$ cat src/rtl/ifu_bpu.sv
// Fetch-side branch predictor: 2-bit BHT (or static BTFN), return-address stack,
// and a small jalr operand FSM that stalls decode until rs1 can be read.
module ifu_bpu #(
  parameter int PC_SIZE     = 32,
  parameter int XLEN        = 32,
  parameter int BHT_ENTRIES = 64,
  parameter int RAS_DEPTH   = 4,
  parameter int BHT_EN      = 1
) (
  input  logic               clk,
  input  logic               rst,
  input  logic [PC_SIZE-1:0] pc,
  input  logic               dec_i_valid,
  input  logic               dec_jal,
  input  logic               dec_jalr,
  input  logic               dec_bxx,
  input  logic [XLEN-1:0]    dec_bjp_imm,
  input  logic [4:0]         dec_jalr_rs1idx,
  input  logic [4:0]         dec_rdidx,
  input  logic               rs1_dep,
  input  logic               ir_valid_clr,
  input  logic [XLEN-1:0]    rf2bpu_x1,
  input  logic [XLEN-1:0]    rf2bpu_rs1,
  input  logic               upd_valid,
  input  logic [PC_SIZE-1:0] upd_pc,
  input  logic               upd_taken,
  input  logic               flush,
  output logic               prdt_taken,
  output logic [PC_SIZE-1:0] prdt_pc_add_op1,
  output logic [PC_SIZE-1:0] prdt_pc_add_op2,
  output logic               bpu_wait,
  output logic               bpu2rf_rs1_ena
);

  localparam int IW = $clog2(BHT_ENTRIES);
  localparam int PW = $clog2(RAS_DEPTH);
  localparam logic [PW-1:0] PTR_ONE  = PW'(1);
  localparam logic [PW:0]   CNT_ONE  = (PW+1)'(1);
  localparam logic [PW:0]   CNT_FULL = (PW+1)'(RAS_DEPTH);

  typedef enum logic [1:0] {IDLE, DEP, RDRF} state_t;

  state_t state, state_nxt;

  // ---------------- branch history table ----------------
  logic [1:0]    bht [BHT_ENTRIES];
  logic [IW-1:0] rd_idx, up_idx;
  logic [1:0]    bht_rd, bht_up;
  logic          pred;

  assign rd_idx = pc[IW+1:2];
  assign up_idx = upd_pc[IW+1:2];
  assign bht_rd = bht[rd_idx];
  assign bht_up = bht[up_idx];
  assign pred   = (BHT_EN != 0) ? bht_rd[1] : dec_bjp_imm[XLEN-1];

  assign prdt_taken      = dec_jal | dec_jalr | (dec_bxx & pred);
  assign prdt_pc_add_op2 = dec_bjp_imm[PC_SIZE-1:0];

  // NOTE: sequential state uses <= so every flop samples pre-edge values; the
  // combinational read above therefore sees the pre-update counter on a collision.
  always_ff @(posedge clk or negedge rst) begin
    if (!rst) begin
      for (int i = 0; i < BHT_ENTRIES; i++) bht[i] <= 2'b01;
    end else if (upd_valid) begin
      if (upd_taken && bht_up != 2'b11)       bht[up_idx] <= bht_up + 2'd1;
      else if (!upd_taken && bht_up != 2'b00) bht[up_idx] <= bht_up - 2'd1;
    end
  end

  // ---------------- return address stack ----------------
  logic [PC_SIZE-1:0] ras [RAS_DEPTH];
  logic [PW-1:0]      ras_ptr;   // next write slot; oldest entry once full
  logic [PW:0]        ras_cnt;
  logic               ras_empty;
  logic [PC_SIZE-1:0] ras_top, ret_addr;
  logic               rs1_x0, rs1_x1, rs1_link, rd_link;
  logic               accept, push, pop;

  assign ras_empty = (ras_cnt == '0);
  assign ras_top   = ras[ras_ptr - PTR_ONE];
  assign ret_addr  = pc + PC_SIZE'(4);

  assign rs1_x0   = (dec_jalr_rs1idx == 5'd0);
  assign rs1_x1   = (dec_jalr_rs1idx == 5'd1);
  assign rs1_link = rs1_x1 | (dec_jalr_rs1idx == 5'd5);
  assign rd_link  = (dec_rdidx == 5'd1) | (dec_rdidx == 5'd5);

  assign accept = dec_i_valid & ~bpu_wait & ~flush;
  assign push   = accept & (dec_jal | dec_jalr) & rd_link;
  assign pop    = accept & dec_jalr & rs1_link & ~rd_link;

  always_ff @(posedge clk or negedge rst) begin
    if (!rst) begin
      ras_ptr <= '0;
      ras_cnt <= '0;
    end else if (push && !(pop && !ras_empty)) begin
      ras_ptr <= ras_ptr + PTR_ONE;
      if (ras_cnt != CNT_FULL) ras_cnt <= ras_cnt + CNT_ONE;
    end else if (pop && !push && !ras_empty) begin
      ras_ptr <= ras_ptr - PTR_ONE;
      ras_cnt <= ras_cnt - CNT_ONE;
    end
  end

  // NOTE: the stack storage has no reset; entries are only read when ras_cnt
  // says they were written, so clearing them would buy nothing.
  always_ff @(posedge clk) begin
    if (push) ras[(pop && !ras_empty) ? ras_ptr - PTR_ONE : ras_ptr] <= ret_addr;
  end

  // ---------------- jalr operand FSM ----------------
  logic jalr_rf;
  assign jalr_rf = dec_i_valid & dec_jalr & ((~rs1_x0 & ~rs1_x1) | (rs1_x1 & ras_empty));

  always_ff @(posedge clk or negedge rst) begin
    if (!rst) state <= IDLE;
    else      state <= state_nxt;
  end

  // NOTE: every output of this block is defaulted first so no path infers a latch.
  always_comb begin
    state_nxt      = state;
    bpu_wait       = 1'b0;
    bpu2rf_rs1_ena = 1'b0;
    if (!rst || flush) begin
      state_nxt = IDLE;
    end else begin
      case (state)
        IDLE: if (jalr_rf) begin
          if (rs1_dep) begin
            state_nxt = DEP;
            bpu_wait  = 1'b1;
          end else if (!rs1_x1) begin
            state_nxt      = RDRF;
            bpu_wait       = 1'b1;
            bpu2rf_rs1_ena = 1'b1;
          end
        end
        DEP: begin
          bpu_wait = 1'b1;
          if (ir_valid_clr || !rs1_dep) begin
            state_nxt      = RDRF;
            bpu2rf_rs1_ena = 1'b1;
          end
        end
        RDRF:    state_nxt = IDLE;
        default: state_nxt = IDLE;
      endcase
    end
  end

  always_comb begin
    prdt_pc_add_op1 = rf2bpu_rs1[PC_SIZE-1:0];
    if (dec_jal || dec_bxx) begin
      prdt_pc_add_op1 = pc;
    end else if (dec_jalr) begin
      if (rs1_x0)              prdt_pc_add_op1 = '0;
      else if (state == RDRF)  prdt_pc_add_op1 = rf2bpu_rs1[PC_SIZE-1:0];
      else if (rs1_x1)         prdt_pc_add_op1 = ras_empty ? rf2bpu_x1[PC_SIZE-1:0] : ras_top;
    end
  end

  // Bits that only some parameterisations consume.
  logic unused;
  assign unused = ^{upd_pc, dec_bjp_imm, rf2bpu_x1, rf2bpu_rs1, bht_rd};

endmodule

$ cat config.mk
export PLATFORM = sky130hd
export DESIGN_NAME = ifu_bpu
export DESIGN_NICKNAME = d
export VERILOG_FILES = /design/src/rtl/ifu_bpu.sv
export SDC_FILE = /design/constraint.sdc
export NUM_CORES = 1
export LEC_CHECK = 0
export ABC_AREA = 1
export CORE_ASPECT_RATIO = 0.75
export CORE_MARGIN = 3
export CORE_UTILIZATION = 30
export DETAILED_ROUTE_END_ITERATION = 8
export PLACE_DENSITY = 0.49
export SYNTH_ARGS = -nofsm -noshare
export SYNTH_HDL_FRONTEND = slang
export SYNTH_SLANG_ARGS = --single-unit
$ cat constraint.sdc
create_clock -name clk -period 4.39 [get_ports clk]
set_input_delay 1.0975 -clock clk [delete_from_list [all_inputs] [get_ports clk]]
set_output_delay 1.0975 -clock clk [all_outputs]
set_load 0.05 [all_outputs]
=== Word level (Yosys, flattened, before mapping) ===
Memory sizes are Yosys's and may differ from the RTL's.
Index checks and enable logic that the tools add are counted.

* Reduce and logical (&&, ||, !) cells: 25
* Add/sub/neg operators: 7
* Bitwise logic cells: 24
* Multiplexer cells: 42
* Magnitude comparators: 3
* Equal/unequal tests: 12

{| class="wikitable"
|+ Operators with widths
! kind !! count
|-
| $bwmux W128 || 2
|-
| $mux W128 || 2
|-
| $mux W32 || 6
|-
| $add A32 B3 Y32 const B || 1
|-
| $mux W2 || 13
|-
| $bmux W2 S6 || 2
|-
| $ge A7 B7 Y1 const B || 2
|-
| $not A6 Y7 || 2
|-
| $and A1 B1 Y1 || 12
|-
| $demux W2 S6 || 1
|-
| $eq A5 B1 Y1 const B || 2
|-
| $eq A5 B3 Y1 const B || 2
|-
| $mux W1 || 10
|-
| $mux W3 || 3
|-
| $ne A3 B3 Y1 const B || 3
|-
| $logic_and A1 B1 Y1 || 7
|-
| $lt A7 B1 Y1 const B || 1
|-
| $logic_not A1 Y1 || 6
|-
| $reduce_bool A2 Y1 || 3
|-
| $logic_not A5 Y1 || 1
|-
| $not A1 Y1 || 5
|-
| $or A1 B1 Y1 || 5
|-
| $add A2 B1 Y2 const B || 2
|-
| $ne A4 B4 Y1 const B || 1
|-
| 14 further kinds || 19
|}

* Output and inout port bits: 67
* Word-level logic and storage cells: 181
* Register bits: 135
* RAM bits: 128
* Memories: 1

{| class="wikitable"
|+ Memories
! name !! depth !! width !! read ports !! clocked after Yosys merged registers in !! write ports !! line !! text
|-
| ras || 4 || 32 || 1 || 0 || 1 || 72 || <nowiki>logic [PC_SIZE-1:0] ras [RAS_DEPTH];</nowiki>
|}

=== Longest topological paths before layout ===
Gate-level depths: netlist (run 1).

* Depth in word-level cells: 19
* Depth in mapped cells: 25
* Mapped depth without buffers: 22

=== Worst setup path after synthesis (run 1) ===
Ideal clock, no wire load.

* Path type: in2out
* Start point: input dec_jalr_rs1idx[4]
* End point: output prdt_pc_add_op1[18]
* Slack: 100 ps
* Stages on the path: 8
* Data arrival time: 3,192 ps
* Cells stage by stage: nor2_1 > nand2_1 > nor2_1 > o21ai_2 > nor2_2 > buf_2 > o21ai_0 > o21ai_0

* Longest elaborated chain between the ends: 6

{| class="wikitable"
|+ Ends and longest elaborated chain
! element !! line !! text
|-
| start: declaration || 18 || <nowiki>input logic [4:0] dec_jalr_rs1idx,</nowiki>
|-
| $eq A5 B1 Y1 || 85 || <nowiki>assign rs1_x1 = (dec_jalr_rs1idx == 5'd1);</nowiki>
|-
| $mux W32 || 160 || <nowiki>else if (rs1_x1) prdt_pc_add_op1 = ras_empty ? rf2bpu_x1[PC_SIZE-1:0] : ras_top;</nowiki>
|-
| $mux W32 || 159 || <nowiki>else if (state == RDRF) prdt_pc_add_op1 = rf2bpu_rs1[PC_SIZE-1:0];</nowiki>
|-
| $mux W32 * || 158 || <nowiki>if (rs1_x0) prdt_pc_add_op1 = '0;</nowiki>
|-
| $mux W32 * || 157 || <nowiki>end else if (dec_jalr) begin</nowiki>
|-
| $mux W32 * || 155 || <nowiki>if (dec_jal || dec_bxx) begin</nowiki>
|-
| end: declaration || 29 || <nowiki>output logic [PC_SIZE-1:0] prdt_pc_add_op1,</nowiki>
|}

Every way passes the cells marked *; elsewhere a longest branch is shown, timed or not.

=== Worst setup path after layout (run 1) ===
* Start point: input dec_jalr_rs1idx[4]
* End point: output prdt_pc_add_op1[26]

Same word-level chain as after synthesis.

==> metrics.csv, run 1 <==
metric;value;unit
path_max_fanout;21;
power.density;426;nW/um^2
layout-drive-gt1-share;12.8;%
die_h;197;um
core_area;47700;um^2
insertion_delay;0.57;ns
dp_hpwl;36600;um
slowest_delay;0.40;ns
drv_cap;0;
wl_per_cell;19.1;um
fill_cells;4828;
synth_seq_cells;263;
yosysUniqueCellTypes;40;
ant_nets;0;
worst_pin_slew;0.892;ns
syn_nets;2057;
grt_pass1_vias;12700;
synthCells;1872;
fin_crit_sh;95.5;%
vdd_drop_max;267;uV
routabilityCongestion;0.923;
die_w;261;um
clockRootBuffer;clkbuf_16;
fp-row-count;69;
cp-endpoint;prdt_pc_add_op1[26];
end_kind;primary output;
maxSlewHeadroom;40.5;%
crit_chain;clkdlybuf4s50_1 > nor2_1 > nand2_1 > nor2_1 > o21ai_2 > nor2_2 > buf_12 > buf_4 > o21ai_0 > o22ai_1 > buf_12;
static-leakage-power;7.61;nW
synth_top_family_by_area;simple AND/OR/NAND/NOR gates;
r2r_start;bht[83]$_DFFE_PN0P_;
final_cell_mix;nand2_1, nor2_1, inv_1;
drc;0;
hold_class;primary input to async pin;
instances_no_fill;2712;
wirelength;51900;um
hold_violations;0;
cts_buffers;30;
synth-adder-area-share;0.342;%
nets;2232;
grt_overflow;0;
fmax;239;MHz
period_minus_slack;4.19;ns
rrSetupSlack;1.44;ns
r2r-end;bht[53]$_DFFE_PN0P_;
final_common_cell;nand2_1;
setup_violations;0;
crit_start;dec_jalr_rs1idx[4];
yosys_warnings;0;
crit_type;primary input to primary output;
clkSinkCount;263;
synth_compound_area_share;13.0;%
vias;13200;
cp-start-kind;primary input;
path_clk_slew;0.06;ns
synth-simple-area-share;25.3;%
antenna_found_initial;2;
avgSynthCellArea;7.81;um^2
postCtsHoldBufs;0;
dp_cells;2654;
synthMuxAreaShare;0;%
path_depth;11;
tritoncts;yes;
synth-seq-area-share;50.0;%
port_buffers;156;
synth_area_leaders;edfxtp_1, nand2_1, dfrtp_1;
crit_family;buffers and inverters;
reg2reg_depth;21;
synthXorXnorAreaFrac;1.92;%
ios;248;
synthesis.area;14600;um^2
drtIter0Drc;1195;
grt_pass1_wl;78300;um
rsz0062_at_grt;false;
synth_top_area_share;26.3;%
yosys.area.top_type;edfxtp_1;
initial_utilization;30.6;%
die-area;51400;um^2
drv_slew;0;
final_cell_area;18600;um^2
clock_path_buffers;3;
setup_tns;0;ns
skew;0.0169;ns
placedInstanceArea;17500;um^2
grt_max_degree;66;
cts_htree_levels;1;
crit_arrival;3.10;ns
crit_slowest_cell;clkdlybuf4s50_1;
area_growth;27.2;%
worstPathRequired;3.29;ns
path_buf_inv;4;
dr.pass1.iters;6;
via_per_inst;4.86;
grt_usage;19.9;%
outcome;finished clean;
-- report_power, final --
group / switching (mW) / total (mW) / internal [mW]
clock: 1.05 / 2.82 / 1.77
sequential: 0.134 / 2.97 / 2.83
combinational: 1.44 / 2.13 / 0.698
-- timing repair --
action,CTS,global route
buffers inserted,0,0
resized for setup,0,1
setup endpoints to repair,0,1
-- layer usage --
layer  part of all wire [%]  vias up  GRT usage, %
li1                       -     6442             -
met4                    1.8        2          4.29
met1                     50     6215          31.1
met2                     41      445          28.4
met5                  0.021        -             0
met3                    7.2       67          3.42
-- logic make-up (layout without fill, tap and decap cells) --
group | count (synthesis) | after routing
other | 0 | 2
DFF | 263 | 263
xor gates and xnor gates | 32 | 32
AOI/OAI and AO/OA | 337 | 337
and+or+nand+nor | 926 | 926
buffers and inverters | 310 | 509
adders and majority gates | 4 | 4
-- through the flow --
stage                     power (mW)  utilization [%]  setup WS [ns]  hold slack [ns]
after floorplan                 4.27                -          0.100            0.441
after global placement          5.14             36.6        -0.0790            0.455
after detailed placement        5.15             36.6        -0.0954            0.456
after CTS                       7.99             38.9          0.103            0.317
after global routing            8.33             38.9         0.0137            0.324
final                           7.92             38.9          0.197            0.337
-- area by class of cell --
type                       count  area [um^2]  share of cell area [%]
clock inverter                15          246                    1.33
multi-input combinational   1299         5970                    32.1
sequential                   263         7300                    39.3
tap                          639          800                    4.30
inverter                     202          761                    4.09
antenna                        2         5.00                  0.0269
timing repair buffer         251         2640                    14.2
clock buffer                  41          857                    4.61
-- worst min-delay path by stage --
| stage | to | startpoint | slack, ns |
|---|---|---|---|
| after floorplan | ras_cnt[2]$_DFFE_PN0P_ | ras_cnt[2]$_DFFE_PN0P_ | 0.44 |
| after global placement | register | register | 0.46 |
| after detailed placement | register | register | 0.46 |
| after CTS | bht[53]$_DFFE_PN0P_ | rst | 0.32 |
| after global routing | bht[53]$_DFFE_PN0P_ | rst | 0.32 |
| final | bht[53]$_DFFE_PN0P_ | rst | 0.34 |
-- cells in the mapped netlist --
cell	number
a21boi_0	1
a21oi_1	73
a22oi_1	16
a31oi_1	7
a41oi_1	3
buf_1	5
buf_2	13
buf_4	37
buf_6	8
clkbuf_1	45
clkinv_1	6
dfrtp_1	71
dfstp_2	64
edfxtp_1	128
ha_1	4
inv_1	191
inv_2	4
inv_4	1
nand2_1	567
nand3_1	84
nand3b_1	4
nand4_1	8
nand4_2	1
nor2_1	232
nor2_2	1
nor3_1	20
nor3_2	2
nor4_1	2
nor4_2	3
o2111a_1	2
o211ai_1	36
o21ai_0	153
o21ai_1	24
o21ai_2	1
o221ai_1	7
o22ai_1	14
or2_2	1
or3_1	1
xnor2_1	3
xor2_1	29
Power figures use the tool's default switching activity.
==> run 2, diff against run 1 <==
--- a/config.mk
+++ b/config.mk
@@ -11,6 +11,7 @@
 export CORE_UTILIZATION = 30
 export DETAILED_ROUTE_END_ITERATION = 8
 export PLACE_DENSITY = 0.49
+export SETUP_SLACK_MARGIN = 0.4
 export SYNTH_ARGS = -nofsm -noshare
 export SYNTH_HDL_FRONTEND = slang
 export SYNTH_SLANG_ARGS = --single-unit
==> run 2 against run 1 <==
Compared with the run above: register-to-register slack improved by 0.08 ns; critical endpoint is now prdt_taken; highest routed layer unchanged; global-route usage increased by 0.73 points; via count grew 2.2%; first-iteration DRC count fell by 5.8%; critical path depth rose by 1; clock power shrank 16%; sequential power barely moved; clock-buffer cell count down 5; setup slack improved by 0.20 ns; power shrank 4.9%; wire length rose by 3.0%; final cell count up 1.5%.
==> metrics.csv, run 2 (synthesis gave the netlist of run 1 again) <==
metric;value;unit;change
clockRootBuffer;clkbuf_16;;unchanged
core_area;47700;um^2;unchanged
grt_overflow;0;;unchanged
power.density;396;nW/um^2;was 426 nW/um^2
crit_arrival;2.90;ns;was 3.10 ns
insertion_delay;0.57;ns;about the same
vdd_drop_max;279;uV;was 267 uV
seqPwrFrac;39.5;%;was 37.5%
drc;0;;unchanged
die-area;51400;um^2;unchanged
rsz0062_at_grt;true;;was false
wirelength;53500;um;was 51900 um
fp-row-count;69;;unchanged
area_growth;30.1;%;was 27.2%
clock_path_buffers;3;;unchanged
worstPathRequired;3.29;ns;about the same
crit_type;primary input to primary output;;unchanged
final_common_cell;nand2_1;;unchanged
switching_power;2.64;mW;was 2.62 mW
outcome;finished clean;;unchanged
setup_violations;0;;unchanged
dp_hpwl;36900;um;was 36600 um
cts_htree_levels;1;;unchanged
drv_cap;0;;unchanged
routabilityCongestion;0.898;;was 0.923
ant_nets;0;;unchanged
antenna_found_initial;3;;was 2
fmax;250;MHz;was 239 MHz
worst_pin_slew;0.913;ns;was 0.892 ns
fin_crit_sh;91.0;%;was 95.5%
postCtsHoldBufs;0;;unchanged
die_h;197;um;unchanged
hold_violations;0;;unchanged
period_minus_slack;4.00;ns;was 4.19 ns
via_per_inst;4.89;;was 4.86
layout-drive-gt1-share;15.6;%;was 12.8%
vias;13500;;was 13200
end_kind;primary output;;unchanged
path_max_fanout;17;;was 21
tritoncts;yes;;unchanged
multi_input_area;6080;um^2;was 5970 um^2
port_buffers;156;;unchanged
dr.pass1.iters;5;;was 6
area.sequential;7300;um^2;unchanged
grt_pass1_vias;13100;;was 12700
power_frac_clock;31.7;%;was 35.6%
fin_util;39.8;%;was 38.9%
clkSinkCount;263;;unchanged
final_cell_mix;nand2_1, nor2_1, inv_1;;unchanged
skew;0.0190;ns;was 0.0169 ns
rrSetupSlack;1.52;ns;was 1.44 ns
comb_power_share;28.9;%;was 26.9%
nets;2276;;was 2232
drv_slew;0;;unchanged
hold_class;primary input to async pin;;unchanged
static-leakage-power;7.84;nW;was 7.61 nW
path_clk_slew;0.06;ns;about the same
ios;248;;unchanged
initial_utilization;30.6;%;unchanged
drtIter0Drc;1126;;was 1195
sw_frac_of_total;35.1;%;was 33.1%
setup_tns;0;ns;unchanged
die_w;261;um;unchanged
grt_max_degree;63;;was 66
grt_pass1_wl;80600;um;was 78300 um
wl_per_cell;19.4;um;was 19.1 um
cts_buffers;29;;was 30
fill_cells;4863;;was 4828
maxSlewHeadroom;39.1;%;was 40.5%
cp-start-kind;primary input;;unchanged
grt_usage;20.6;%;was 19.9%
internal_power;4.89;mW;was 5.30 mW
## run 2: changes by cell type in the layout (fill, tap and decap cells not counted), moves of 4 or more
cell and delta:
bufinv_16 -5, dlygate4sd2_1 +7, a22oi_1 -8, buf_6 +8, nor2_1 -4, a22oi_2 +8, clkdlybuf4s50_1 -9, o21ai_1 +11
buf_4 +28, o21ai_0 -11, clkinvlp_4 +6
## run 2: worst paths after layout
check,startpoint,to,depth (start not counted)
worst max-delay path,pc[3],prdt_taken,12
worst min-delay path,rst,bht[39]$_DFFE_PN0P_,1
worst max register to register,register,bht[63]$_DFFE_PN0P_,18
worst min register to register,register,register,2
max in group asynchronous,rst,bht[121]$_DFFE_PN0P_,3
min in group clk,register,register,2
## run 2: per-layer routing
metal	global-route usage, %	share of wire, %	vias to the layer above
li1	-	-	6520
met1	31.7	49	6462
met2	29.4	41	399
met3	4.10	7.1	76
met4	4.89	2.5	2
met5	0	0.021	-
## run 2: power groups by stage
stage,Sequential (mW),Combinational (mW),Clock (mW)
final,2.97,2.17,2.38
after global routing,3.00,2.40,2.55
after CTS,2.97,2.18,2.44
after detailed placement,3.01,2.15,0
after global placement,3.01,2.14,0
after floorplan,2.97,1.30,0
## run 2: per-stage QoR
stage               power, mW  setup slack, ns  area, um^2  std cells  hold WS (ns)
floorplan                4.27            0.361       14600       1872         0.441
global placement         5.15           -0.202       17700       2678         0.455
detailed placement       5.16           -0.218       17700       2678         0.455
CTS                      7.59            0.301       18900       2750         0.400
global route             7.95            0.318       19000       2753         0.421
finish                   7.53            0.394       19000       2753         0.415
## run 2: what timing repair did
item | CTS | global route
setup buffers | 17 | 2
setup endpoints to repair | 34 | 143
pin swaps | 7 | 5
cloned | 2 | 0
resized for setup | 34 | 24
## run 2: cell type report
type                            count  area share [%]
Inverter                          202            4.02
Clock buffer                       36            4.01
Antenna cell                        1          0.0132
Multi-Input combinational cell   1299            32.0
Sequential cell                   263            38.4
Tap cell                          639            4.21
Timing Repair Buffer              296            16.6
Clock inverter                     17           0.763
## run 2: worst max-delay path: stages
cell	delay, ns
dlygate4sd2_1	0.31
clkinv_1	0.14
buf_12	0.18
o211ai_1	0.10
nand3_1	0.12
nand3_1	0.14
nand2_1	0.14
nand2_1	0.08
nand3_1	0.16
nand3_1	0.14
nand2_1	0.11
buf_12	0.17
